--- config.mk ---
export PLATFORM = sky130hd
export DESIGN_NAME = aud_i2s_tx_flat
export DESIGN_NICKNAME = d
export VERILOG_FILES = /design/src/rtl/aud_i2s_tx_if.sv /design/src/rtl/aud_i2s_tx.sv /design/src/flat_wrapper.sv
export SDC_FILE = /design/constraint.sdc
export NUM_CORES = 1
export LEC_CHECK = 0
export ABC_AREA = 0
export ABC_CLOCK_PERIOD_IN_PS = 9600
export CELL_PAD_IN_SITES_DETAIL_PLACEMENT = 1
export CELL_PAD_IN_SITES_GLOBAL_PLACEMENT = 1
export CORE_UTILIZATION = 50
export CTS_BUF_LIST = sky130_fd_sc_hd__clkbuf_2 sky130_fd_sc_hd__clkbuf_4 sky130_fd_sc_hd__clkbuf_8
export DETAILED_ROUTE_END_ITERATION = 8
export PLACE_DENSITY = 0.77
export SETUP_SLACK_MARGIN = 0.05
export SLEW_MARGIN = 30
export SYNTH_ARGS = -nofsm -noshare
export SYNTH_HDL_FRONTEND = slang
export SYNTH_SLANG_ARGS = --single-unit
--- constraint.sdc ---
create_clock -name MasterCLK -period 9.6 [get_ports MasterCLK]
set_input_delay 1.44 -clock MasterCLK [delete_from_list [all_inputs] [get_ports MasterCLK]]
set_output_delay 1.44 -clock MasterCLK [all_outputs]
set_load 0.02 [all_outputs]
--- src/rtl/aud_i2s_tx_if.sv ---
// Byte stream from the SD reader into the I2S output stage.
// Valid/ready handshake: a byte moves when ByteValid && ByteReady.
interface aud_i2s_tx_if;
    logic [7:0] ByteData;
    logic       ByteValid;
    logic       ByteReady;

    modport master (output ByteData, output ByteValid, input ByteReady);
    modport slave  (input ByteData, input ByteValid, output ByteReady);
endinterface

--- src/rtl/aud_i2s_tx.sv ---
// Audio output stage: packs SD reader bytes into 16-bit stereo frames,
// buffers them in a register FIFO and serialises them as Philips I2S.
module aud_i2s_tx #(
    parameter int unsigned CLK_DIV    = 8,
    parameter int unsigned FIFO_DEPTH = 16,
    parameter int unsigned LVL_W      = 5
) (
    input  logic             MasterCLK,
    input  logic             Reset,
    aud_i2s_tx_if.slave      byte_if,
    input  logic             Enable,
    output logic             I2S_CLK,
    output logic             I2S_WS,
    output logic             I2S_DATA,
    output logic [LVL_W-1:0] FifoLevel,
    output logic             Underrun
);
    localparam int unsigned AW    = $clog2(FIFO_DEPTH);
    localparam int unsigned DIV_W = (CLK_DIV > 1) ? $clog2(CLK_DIV) : 1;

    logic [1:0]       bcnt;
    logic [7:0]       b0, b1, b2;
    logic [31:0]      mem [FIFO_DEPTH];
    logic [AW-1:0]    wr_ptr, rd_ptr;
    logic [DIV_W-1:0] div_cnt;
    logic [4:0]       slot;
    logic [31:0]      sh;

    logic accept, push, pop, div_tc, slot_tick, wrap;
    logic [4:0] slot_nxt;

    assign byte_if.ByteReady = (FifoLevel != LVL_W'(FIFO_DEPTH));

    always_comb begin
        accept    = byte_if.ByteValid && byte_if.ByteReady;
        push      = accept && (bcnt == 2'd3);
        div_tc    = (div_cnt == DIV_W'(CLK_DIV - 1));
        slot_tick = Enable && div_tc && I2S_CLK;
        wrap      = slot_tick && (slot == 5'd31);
        pop       = wrap && (FifoLevel != '0);
        slot_nxt  = slot + 5'd1;
    end

    // Storage has no reset; pointers and level define what is valid.
    always_ff @(posedge MasterCLK) begin
        if (push)
            mem[wr_ptr] <= {b1, b0, byte_if.ByteData, b2};
    end

    always_ff @(posedge MasterCLK) begin
        if (Reset) begin
            bcnt      <= '0;
            b0        <= '0;
            b1        <= '0;
            b2        <= '0;
            wr_ptr    <= '0;
            rd_ptr    <= '0;
            FifoLevel <= '0;
            Underrun  <= 1'b0;
            div_cnt   <= '0;
            I2S_CLK   <= 1'b0;
            I2S_WS    <= 1'b0;
            I2S_DATA  <= 1'b0;
            slot      <= 5'd31;
            sh        <= '0;
        end else begin
            if (accept) begin
                bcnt <= bcnt + 2'd1;
                case (bcnt)
                    2'd0:    b0 <= byte_if.ByteData;
                    2'd1:    b1 <= byte_if.ByteData;
                    2'd2:    b2 <= byte_if.ByteData;
                    default: ;
                endcase
            end
            if (push)
                wr_ptr <= wr_ptr + AW'(1);
            if (pop)
                rd_ptr <= rd_ptr + AW'(1);
            case ({push, pop})
                2'b10:   FifoLevel <= FifoLevel + LVL_W'(1);
                2'b01:   FifoLevel <= FifoLevel - LVL_W'(1);
                default: ;
            endcase
            Underrun <= wrap && (FifoLevel == '0);

            if (!Enable) begin
                div_cnt  <= '0;
                I2S_CLK  <= 1'b0;
                I2S_WS   <= 1'b0;
                I2S_DATA <= 1'b0;
                slot     <= 5'd31;
                sh       <= '0;
            end else begin
                div_cnt <= div_tc ? '0 : div_cnt + DIV_W'(1);
                if (div_tc)
                    I2S_CLK <= ~I2S_CLK;
                if (slot_tick) begin
                    // sh[31] carries the bit one slot late, so slot 0 emits
                    // the previous frame's right LSB before the reload.
                    slot     <= slot_nxt;
                    I2S_WS   <= slot_nxt[4];
                    I2S_DATA <= sh[31];
                    if (wrap)
                        sh <= pop ? mem[rd_ptr] : '0;
                    else
                        sh <= {sh[30:0], 1'b0};
                end
            end
        end
    end
endmodule

--- src/flat_wrapper.sv ---
// flat-port wrapper written by rule: the top's interface ports become plain ports
module aud_i2s_tx_flat 
#(
    parameter int unsigned CLK_DIV    = 8,
    parameter int unsigned FIFO_DEPTH = 16,
    parameter int unsigned LVL_W      = 5
)
  (MasterCLK, Reset, Enable, I2S_CLK, I2S_WS, I2S_DATA, FifoLevel, Underrun, byte_if_ByteData, byte_if_ByteValid, byte_if_ByteReady);
  aud_i2s_tx_if byte_if_i ();
  input  logic MasterCLK;
  input  logic Reset;
  input  logic Enable;
  output logic I2S_CLK;
  output logic I2S_WS;
  output logic I2S_DATA;
  output logic [LVL_W-1:0] FifoLevel;
  output logic Underrun;
  input wire logic [$bits(byte_if_i.ByteData)-1:0] byte_if_ByteData;
  input wire logic [$bits(byte_if_i.ByteValid)-1:0] byte_if_ByteValid;
  output wire logic [$bits(byte_if_i.ByteReady)-1:0] byte_if_ByteReady;
  assign byte_if_i.ByteData = byte_if_ByteData;
  assign byte_if_i.ByteValid = byte_if_ByteValid;
  assign byte_if_ByteReady = byte_if_i.ByteReady;
  aud_i2s_tx #(.CLK_DIV(CLK_DIV), .FIFO_DEPTH(FIFO_DEPTH), .LVL_W(LVL_W)) u_core (.MasterCLK(MasterCLK), .Reset(Reset), .byte_if(byte_if_i), .Enable(Enable), .I2S_CLK(I2S_CLK), .I2S_WS(I2S_WS), .I2S_DATA(I2S_DATA), .FifoLevel(FifoLevel), .Underrun(Underrun));
endmodule
==> results.ini <==
[clock_tree]
path_clk_slew_ps=60
numCtsBuffers=94
cts_max_level=3
clkSinkCount=599
cts_tree=built
holdBufCountCts=0
post_cts.resized_instances=0
cts_buffer_depth=3
clock_latency_ps=690
post_cts_buffers=0
root_buffer=clkbuf_8

[global_route]
grt_pass1_wl_um=85300
grt_max_degree=136
grt_use_total_pct=24.7
gr-total-overflow=0
grt_pass1_vias=13600
antenna_found_initial=1

[layout]
seq_area_um2=17100
final_nets=1426
mostFrequentLayoutCells=edfxtp_1 (512), mux2i_1 (134), clkbuf_8 (107)
drive_above_1_share_pct=20.1
syn_to_final_growth_pct=12.7
multi_input_area_um2=5850
n_antenna_cell=0
fin_cells=2077
fillCellCount=4126
final_common_cell=edfxtp_1

[synthesis]
synth_seq_cells=599
ys_async_sr_fraction_pct=0
ys.flop_type=edfxtp_1
synth_area_um2=23300
synth.distinct_cells=52
synth_nets=1365
syn_avg_cell_area_um2=17.4
synth-edff-count=512
yosys_warnings=0
syn_inst=1336
seq_area_frac_synth_pct=73.6

[setup_path]
critPathKind=flip-flop to flip-flop
startpoint_type=flip-flop
rr_startpoint=u_core.slot[1]
critical_path_arrival_ps=4500
regToRegEndpoint=u_core.FifoLevel[4]
reg2reg_slack_ps=5690
cp-end-kind=flip-flop
r2r.worst_path.cells=12
critPathMaxFanout=32
cp.required_ps=10190

[placed_design]
post-place-cells=1901
routabilityCongestion=0.775
port-buffer-count=21
dp_hpwl_um=32400

[timing]
fin_crit_ps=3910
worst_pin_slew_ps=987
setup-tns-final_ps=0
finalHoldViolCount=0
setup_violations=0
rsz0062_at_grt=false
finalCritPeriodShare_pct=40.7
max_slew_margin_pct=34.2
skew_ps=37.5
fmax_mhz=256
maxSlewViolCount=0

[detailed_routing]
first_pass_iters=5
drt_iter0_markers=1108
route.detailed.drc=0
post_drt_wl_per_cell_um=27.4
routed_via_density=6.09
ant_nets=0
vias=12600
routed_wirelength_um=57000

[die]
fp.coreArea_um2=45700
fp.dieH_um=218
dieArea_um2=47400
dieWidth_um=218
io_pins=22
rows=78
start_util_pct=50.9

[pwr]
pwr-share-seq_pct=55.8
power.switching_mw=1.08
p_leak_nw=8.01
pwr-share-clk_pct=42.5
ir_drop_mv=0.127
intPower_mw=4.07
power_density_nw_per_um2=197
pwr-share-comb_pct=1.7
switching_share_pct=21.0

[worst_hold_path]
hp-start=u_core.div_cnt[0]
min_path_cells=1
worstHoldPathType=flip-flop to flip-flop
min_to=u_core.div_cnt[0]

[outcome]
status=completed

[flow_run]
drv_cap=0

[power groups by stage]
stage | registers, mW | clock network, mW | logic [mW]
2_1_floorplan | 2.91 | 0 | 0.0467
3_3_place_gp | 2.93 | 0 | 0.0805
3_5_place_dp | 2.93 | 0 | 0.0851
4_1_cts | 2.87 | 2.23 | 0.0856
5_1_grt | 2.88 | 2.32 | 0.0919
6_report | 2.87 | 2.19 | 0.0862
[flip-flops by register name, summed over array words and instances, names as in the netlist, named ones only]
name,flops
u_core.I2S_WS,1
u_core.sh,32
u_core.b2,8
u_core.div_cnt,3
u_core.mem,512
u_core.Underrun,1
u_core.b1,8
u_core.slot,5
u_core.b0,8
u_core.wr_ptr,4
u_core.FifoLevel,5
u_core.I2S_CLK,1
u_core.bcnt,2
u_core.I2S_DATA,1
u_core.rd_ptr,4
[Yosys cell counts (2+ instances only)]
library cell	n	area (um^2)
edfxtp_1	512	15400
mux2i_1	134	1340
dfxtp_1	87	1740
nand2_1	72	270
a22oi_1	65	488
mux4_2	62	1400
clkbuf_1	36	135
buf_2	34	170
nor2b_1	33	206
o22ai_1	32	200
a21oi_1	31	155
nor2_1	31	116
o221ai_1	31	272
o31ai_1	31	233
nand3_1	28	140
ha_1	17	213
buf_4	7	52.6
inv_1	7	26.3
nor3_1	7	35.0
xor2_1	7	61.3
buf_1	6	22.5
nand2b_1	6	37.5
xnor2_1	6	52.6
and3_1	5	31.3
mux2_2	4	45.0
nor3b_1	4	30.0
a211o_1	3	26.3
buf_6	3	33.8
nand4_1	3	18.8
o211ai_4	3	63.8
o21ai_0	3	15.0
or3_1	3	18.8
and2_1	2	12.5
o211ai_1	2	15.0
o22a_1	2	17.5
[routing by layer]
metal | vias up | wire length [um] | track usage (%)
met4 | 2 | 1490 | 8.33
met1 | 6659 | 24400 | 33.7
met3 | 106 | 3500 | 4.95
met5 | - | 10 | 0
met2 | 396 | 27500 | 39.9
li1 | 5483 | - | -
[kinds of logic (layout without fill, tap and decap cells)]
logic type / count (synthesis) / count (layout) / share of synthesized area, %
buf+inv: 94 / 235 / 1.91
compound gates: 213 / 213 / 6.91
mux: 200 / 200 / 12.0
xor+xnor: 13 / 13 / 0.489
flops: 599 / 599 / 73.6
fa+ha+maj: 17 / 17 / 0.914
simple gates: 200 / 200 / 4.23
[worst max-delay path by stage]
stage,startpoint,endpoint,cells past startpoint
5_1_grt,u_core.slot[1],u_core.FifoLevel[4],12
6_report,u_core.slot[1],u_core.FifoLevel[4],12
2_1_floorplan,byte_if_ByteValid,u_core.mem[0][0],3
3_3_place_gp,Enable,u_core.FifoLevel[4],9
4_1_cts,u_core.slot[1],u_core.FifoLevel[4],12
3_5_place_dp,Enable,u_core.FifoLevel[4],9
[area by class of cell]
| class | count | share of cell area, % |
|---|---|---|
| timing repair buffer | 51 | 1.90 |
| clock inverter | 29 | 0.711 |
| inverter | 8 | 0.115 |
| multi-input combinational | 643 | 22.3 |
| clock buffer | 147 | 6.76 |
| tap | 600 | 2.86 |
| sequential | 599 | 65.3 |
[per-stage QoR]
stage,hold WS (ps),utilization [%],setup WS [ps],power [mW],instance area (um^2)
final,438,57.4,5690,5.15,26200
after global placement,413,52.9,5170,3.01,24200
after floorplan,404,-,5220,2.96,23300
after CTS,453,57.4,5640,5.19,26200
after detailed placement,442,53.1,5010,3.01,24300
after global routing,458,57.4,5440,5.29,26200
[critical path, stage by stage, from the launching register on]
cell	delay (ps)
dfxtp_1	370
ha_1	200
and3_1	160
ha_1	150
buf_4	390
and4_1	530
a21boi_4	410
ha_1	430
ha_1	260
or4b_2	590
a21oi_1	160
a31oi_1	80
nand3_1	120
(Power assumes the default switching activity.)
